## config.mk

```make
export PLATFORM = sky130hd
export DESIGN_NAME = serial_carry_add_flat
export DESIGN_NICKNAME = d
export VERILOG_FILES = /design/src/rtl/serial_carry_add_if.sv /design/src/rtl/serial_carry_add.sv /design/src/flat_wrapper.sv
export SDC_FILE = /design/constraint.sdc
export NUM_CORES = 1
export LEC_CHECK = 0
export BUFFER_PORTS_ARGS = -buffer_cell sky130_fd_sc_hd__buf_2
export CAP_MARGIN = 10
export CORE_UTILIZATION = 34
export DETAILED_ROUTE_END_ITERATION = 16
export PLACE_DENSITY = 0.61
export SLEW_MARGIN = 25
export SYNTH_ARGS = -nofsm -noshare
export SYNTH_HDL_FRONTEND = slang
export SYNTH_SLANG_ARGS = --single-unit
```

## constraint.sdc

```tcl
create_clock -name clk -period 1.9 [get_ports clk]
set_clock_uncertainty 0.2 [all_clocks]
set_input_delay 0.38 -clock clk [delete_from_list [all_inputs] [get_ports clk]]
set_output_delay 0.38 -clock clk [all_outputs]
set_load 0.03 [all_outputs]
```

## src/rtl/serial_carry_add_if.sv

```systemverilog
// Start/busy/done handshake bundle for the bit-serial adder.
// The master drives operands and start; the slave returns the result.
interface serial_carry_add_if #(
  parameter int WIDTH = 4
);
  logic             start;
  logic [WIDTH-1:0] X;
  logic [WIDTH-1:0] Y;
  logic             Cin;
  logic [WIDTH-1:0] Sum;
  logic             Cout;
  logic             busy;
  logic             done;

  modport master (
    output start, X, Y, Cin,
    input  Sum, Cout, busy, done
  );

  modport slave (
    input  start, X, Y, Cin,
    output Sum, Cout, busy, done
  );
endinterface

```

## src/rtl/serial_carry_add.sv

```systemverilog
// Bit-serial ripple-carry adder, LSB first, one carry flop.
// Sum = X + Y + Cin, reported through a start/busy/done handshake.
module serial_carry_add #(
  parameter int WIDTH = 4
) (
  input  logic              clk,
  input  logic              rst_n,
  serial_carry_add_if.slave bus
);

  localparam int CW = $clog2(WIDTH) + 1;

  typedef enum logic [1:0] {
    IDLE  = 2'd0,
    SHIFT = 2'd1,
    DONE  = 2'd2
  } state_t;

  state_t           r_state;
  logic [WIDTH-1:0] r_xs;
  logic [WIDTH-1:0] r_ys;
  logic [WIDTH-1:0] r_acc;
  logic [CW-1:0]    r_cnt;
  logic             r_c;
  logic [WIDTH-1:0] r_sum;
  logic             r_cout;
  logic             r_busy;
  logic             r_done;

  logic             w_s;
  logic             w_co;
  logic             w_last;
  logic [WIDTH-1:0] w_acc_n;

  assign w_s     = r_xs[0] ^ r_ys[0] ^ r_c;
  assign w_co    = (r_xs[0] & r_ys[0]) |
                   (r_xs[0] & r_c) |
                   (r_ys[0] & r_c);
  assign w_last  = (r_cnt == CW'(WIDTH - 1));
  assign w_acc_n = {w_s, r_acc[WIDTH-1:1]};

  assign bus.Sum  = r_sum;
  assign bus.Cout = r_cout;
  assign bus.busy = r_busy;
  assign bus.done = r_done;

  always_ff @(posedge clk or negedge rst_n) begin
    if (!rst_n) begin
      r_state <= IDLE;
      r_xs    <= '0;
      r_ys    <= '0;
      r_acc   <= '0;
      r_cnt   <= '0;
      r_c     <= 1'b0;
      r_sum   <= '0;
      r_cout  <= 1'b0;
      r_busy  <= 1'b0;
      r_done  <= 1'b0;
    end else begin
      unique case (r_state)
        IDLE: begin
          if (bus.start) begin
            r_xs    <= bus.X;
            r_ys    <= bus.Y;
            r_c     <= bus.Cin;
            r_acc   <= '0;
            r_cnt   <= '0;
            r_busy  <= 1'b1;
            r_state <= SHIFT;
          end
        end
        SHIFT: begin
          r_c   <= w_co;
          r_acc <= w_acc_n;
          r_xs  <= r_xs >> 1;
          r_ys  <= r_ys >> 1;
          r_cnt <= r_cnt + 1'b1;
          if (w_last) begin
            r_sum   <= w_acc_n;
            r_cout  <= w_co;
            r_done  <= 1'b1;
            r_state <= DONE;
          end
        end
        DONE: begin
          r_done <= 1'b0;
          // The DONE edge doubles as the next accept slot: one add per WIDTH+1
          if (bus.start) begin
            r_xs    <= bus.X;
            r_ys    <= bus.Y;
            r_c     <= bus.Cin;
            r_acc   <= '0;
            r_cnt   <= '0;
            r_state <= SHIFT;
          end else begin
            r_busy  <= 1'b0;
            r_state <= IDLE;
          end
        end
        default: begin
          r_busy  <= 1'b0;
          r_done  <= 1'b0;
          r_state <= IDLE;
        end
      endcase
    end
  end

endmodule

```

## src/flat_wrapper.sv

```systemverilog
// flat-port wrapper written by rule: the top's interface ports become plain ports
module serial_carry_add_flat 
#(
  parameter int WIDTH = 4
)
  (clk, rst_n, bus_start, bus_X, bus_Y, bus_Cin, bus_Sum, bus_Cout, bus_busy, bus_done);
  serial_carry_add_if #(.WIDTH(WIDTH)) bus_i ();
  input  logic clk;
  input  logic rst_n;
  input wire logic [$bits(bus_i.start)-1:0] bus_start;
  input wire logic [$bits(bus_i.X)-1:0] bus_X;
  input wire logic [$bits(bus_i.Y)-1:0] bus_Y;
  input wire logic [$bits(bus_i.Cin)-1:0] bus_Cin;
  output wire logic [$bits(bus_i.Sum)-1:0] bus_Sum;
  output wire logic [$bits(bus_i.Cout)-1:0] bus_Cout;
  output wire logic [$bits(bus_i.busy)-1:0] bus_busy;
  output wire logic [$bits(bus_i.done)-1:0] bus_done;
  assign bus_i.start = bus_start;
  assign bus_i.X = bus_X;
  assign bus_i.Y = bus_Y;
  assign bus_i.Cin = bus_Cin;
  assign bus_Sum = bus_i.Sum;
  assign bus_Cout = bus_i.Cout;
  assign bus_busy = bus_i.busy;
  assign bus_done = bus_i.done;
  serial_carry_add #(.WIDTH(WIDTH)) u_core (.clk(clk), .rst_n(rst_n), .bus(bus_i));
endmodule
```

**Word-level counts from Yosys, hierarchy flattened**

Cells that the tools add are included.
Widths: inputs -> output; s select.

- Output and inout bits: 7
- Bits in registers: 25

- Equal/unequal tests: 7
- Mux-type cells: 19
- Add/sub/neg operators: 1
- Reduce and logical (&&, ||, !) cells: 8
- Bitwise operators: 9

Operator list:

| operator | count |
|---|---|
| $pmux 4 s2 | 3 |
| $mux 4 | 3 |
| $reduce_and 2->1 | 4 |
| $pmux 2 s3 | 1 |
| $pmux 3 s2 | 1 |
| $mux 1 | 5 |
| $mux 2 | 2 |
| $ne 2x1->1 const B | 2 |
| $ne 2x2->1 const B | 2 |
| $pmux 1 s2 | 2 |
| $add 3x1->3 const B | 1 |
| $and 1x1->1 | 3 |
| $eq 3x2->1 const B | 1 |
| $mux 3 | 1 |
| $pmux 1 s3 | 1 |
| $reduce_and 3->1 | 1 |
| $eq 2x1->1 const B | 1 |
| $eq 2x2->1 const B | 1 |
| $logic_not 2->1 | 1 |
| $not 1->1 | 2 |
| $or 1x1->1 | 2 |
| $reduce_bool 2->1 | 1 |
| $reduce_or 2->1 | 1 |
| $xor 1x1->1 | 2 |

**Longest topological paths before layout**

- Word-level depth: 4
- Depth in mapped cells: 4

**Least setup slack after synthesis**

Ideal clock, no wire load.

- Kind: register to register
- From: reg u_core.r_cnt[0]
- To: reg u_core.r_cout, in the netlist u_core.bus.Cout
- Arrival time: 1.187 ns
- Library setup time: 0.125 ns
- Path slack: 0.388 ns
- Stages on the path, launching flop included: 5
- Buffers on the path: 0
- Path through: dfrtp_1 > ha_1 > ha_1 > nand2_4 > mux2_4

- Longest elaborated chain between the ends: 2

Ends and longest elaborated chain:

| element | line | text |
|---|---|---|
| from (decl) | serial_carry_add.sv:23 | `logic [CW-1:0] r_cnt;` |
| from (signal assigned) | serial_carry_add.sv:77 | `r_cnt <= r_cnt + 1'b1;` |
| $eq 3x2->1 | serial_carry_add.sv:39 | `assign w_last = (r_cnt == CW'(WIDTH - 1));` |
| $reduce_and 2->1 (no source line) | - |  |
| to (signal assigned) | serial_carry_add.sv:80 | `r_cout <= w_co;` |
| to (decl) | serial_carry_add.sv:26 | `logic r_cout;` |

Every way passes these cells.
A chain may end at the register's enable or synchronous reset.

**Final worst setup path**

- From: reg u_core.r_cnt[0]
- To: reg u_core.r_sum[3], in the netlist u_core.bus.Sum[3]

- Longest elaborated chain between the ends: 2

Ends and longest elaborated chain:

| element | line | text |
|---|---|---|
| $eq 3x2->1 | serial_carry_add.sv:39 |  |
| $reduce_and 2->1 (no source line) | - |  |
| to (signal assigned) | serial_carry_add.sv:79 | `r_sum <= w_acc_n;` |
| to (decl) | serial_carry_add.sv:25 | `logic [WIDTH-1:0] r_sum;` |

Every way passes these cells.

==> impl_results.md <==
* Setup_tns at 0 ns
* Post-synthesis sequential area ratio at 0.511
* Die area at roughly 3700 sq um
* Tightest Pin Transition at approximately 0.54 ns
* Via density at 4.92
* CTS tree: built
* Die X at 60.8 microns
* CP top delay family: adder cells
* Postcts setup bufs at 0
* Synth Area in Compound Gates at 0.144
* CP most frequent cell: ha_1
* Final Hold Violating Endpoints at 0
* Crit path kind: reg -> reg
* Cells on worst reg2reg path at 4
* CP max stage cell: dfrtp_1
* DP HPWL at about 1.5 mm
* Max_cap viols at 0
* WHS Path Cells at 3
* Worst path depth at 4
* Initial DRC Count at 12
* DR vias at 783
* Grt total ovfl at 0
* Fmax at 622 MHz
* Final ANT Viol Nets at 0
* Final nets at roughly 130
* EDFF count, synth at 0
* CP arrival at around 1.6 ns
* Clk_lat worst skew at 0.32 ns
* Syn_nets at 111
* Wirelength per Cell at around 13 microns
* Static Leakage at 0.623 nW
* Total GRT Usage at 0.137
* Tcrit/Tclk final at 0.846
* Worst setup SP type: register
* Clock Tree Buf Depth at 2
* Setup-failing EPs final at 0
* Synth Register Bits at 24
* Worst Hold Class: in -> reg
* Post-synthesis cell type count at 23
* VDD IR-drop max at between 0.0005 and 0.0006 V
* Area grow syn2layout at 13.9%
* Top-count cell post-synth: dfrtp_1
* Pwr dens at around 1700 nW/um^2
* Area contributors post-synth: dfrtp_1, mux2i_1, mux2_4
* Placed cells at about 150
* Initial antenna violation count at 0
* Pwr Total at 2.23 mW
* Share of post-route cells with drive strength above 1 at 0.287
* First-pass DRT Iterations at 4
* CP peak stage delay at 0.42 ns
* DRC Markers at 0
* Simple-gate share of the synthesized area at 0.0936
* Die H at approximately 61 microns
* Synth cell count leaders: dfrtp_1, mux2i_1, a21oi_1
* Tmin final at roughly 1.6 ns
* Non-Filler Instances at around 160
* Total CTS buffers at 3
* Clk slew on worst S/H paths at roughly 0.14 ns
* Synth Instances at 96
* First-pass GRT wire length at about 3.7 mm
* Async set-reset flop share out of synthesis at 1.00
* Adder-cell share of the synthesized area at 0.0383
* I/O pin total at 19
* Avg Cell Area, Syn at 12.3 sq um
* Post-CTS Resized at 0
* Final Slew Violations at 0
* Unrepaired setup endpoints after global routing: no
* Hold buffers post-CTS at 1
* Slew headroom at 0.639
* CTS HTree Levels at 1
* CP Max Fanout at 6
* Inserted Diodes at 0
* Status: completed
* Final Hold Slack at 0.122 ns
* Largest family of logic cells by synthesized area: multiplexers
* Yosys top cell area share at 0.511
* Mapped cell area at 1180 sq um
* Critical path endpoint category: register
* Initial core utilization at 0.370
* Post-synthesis mux area share at 0.168
* Core box area at between 3000 and 4000 sq um
* Area leader, netlist: dfrtp_1
* CP required at around 1.9 ns
* Fill cells at about 330
* Routed WL at between 2 and 2.5 mm
* GPL Wtd Cong at 0.727
* Rows at 20
* Critical path, cell by cell: ha_1 > ha_1 > nand2_4 > mux2_4
* Synth Warn # at 0
* IO Port Bufs at 18
* Root buffer cell: clkbuf_4
* Vias in the first global route at between 800 and 900
* Worst path bufs/invs at 0
* Synth Area in XOR/XNOR at 0
* CTS sink cnt at 24
* Primary FF master, synth: dfrtp_1
* Largest net degree at the start of global routing at 25
==> per-stage QoR <==
stage	cell area, sq um	util	setup WS, ns
CTS	1340	0.422	0.294
global placement	1290	0.407	0.356
floorplan	1180	-	0.388
detailed placement	1290	0.407	0.317
finish	1340	0.422	0.292
global route	1340	0.422	0.247
==> power by group <==
part | internal [mW] | total [mW] | leakage (nW) | switching (mW)
sequential | 0.746 | 0.938 | 0.293 | 0.192
clock | 0.117 | 0.275 | 0.0210 | 0.158
combinational | 0.498 | 1.02 | 0.309 | 0.518
total | 1.36 | 2.23 | 0.623 | 0.868
==> metal layers <==
layer  vias to the layer above  share of wire  GRT usage
met2                        16           0.49      0.248
met3                         2          0.039     0.0426
met5                         -              0          0
met4                         0         0.0061     0.0292
met1                       386           0.47      0.158
li1                        379              -          -
==> kinds of logic after synthesis <==
kind of cell / Yosys count
simple gates: 17
mux: 17
flops: 24
compound gates: 26
fa+ha+maj: 3
buf+inv: 9
==> tightest hold or removal path: stages <==
cell	delay [ns]
buf_2	0.08
a211oi_1	0.05
a21oi_1	0.10
==> worst paths after layout <==
check,from,to,slack [ns]
min reg2reg,u_core.r_cnt[2],u_core.r_cnt[2],0.32
max reg2reg,u_core.r_cnt[0],u_core.bus.Sum[3],0.29
max in group asynchronous,rst_n,u_core.bus.busy,0.76
min in group asynchronous,rst_n,u_core.r_c,0.39
max,u_core.r_cnt[0],u_core.bus.Sum[3],0.29
min,bus_X[1],u_core.r_xs[1],0.12
==> area by class of cell <==
| cell class | count | area [sq um] | area share |
|---|---|---|---|
| flip-flops and latches | 24 | 601 | 0.448 |
| multi-input cells | 63 | 522 | 0.389 |
| repair buffers | 21 | 115 | 0.0859 |
| well taps | 44 | 55.1 | 0.0411 |
| clock buffers | 4 | 36.3 | 0.0271 |
| inverters | 3 | 11.3 | 0.00840 |
==> sequential cells by signal, indices dropped and copies added (netlist names) <==
signal and flops:
u_core.bus.Cout 1, u_core.bus.Sum 4, u_core.bus.busy 1, u_core.bus.done 1, u_core.r_acc 3, u_core.r_c 1
u_core.r_cnt 3, u_core.r_state 2, u_core.r_xs 4, u_core.r_ys 4
==> cell usage in the layout (no fill, tap or decap), drive strengths merged <==
cell type / instances
ha: 2
nor2: 2
nand2: 1
fa: 1
nand3: 3
o21ai: 5
mux2i: 10
a22o: 5
a21oi: 8
clkbuf: 4
a21boi: 1
and2: 1
a211oi: 7
nand2b: 2
dfrtp: 24
dlygate4sd3: 1
inv: 3
buf: 20
nor2b: 8
mux2: 7
Note: power is estimated with default switching activity, not from simulation.
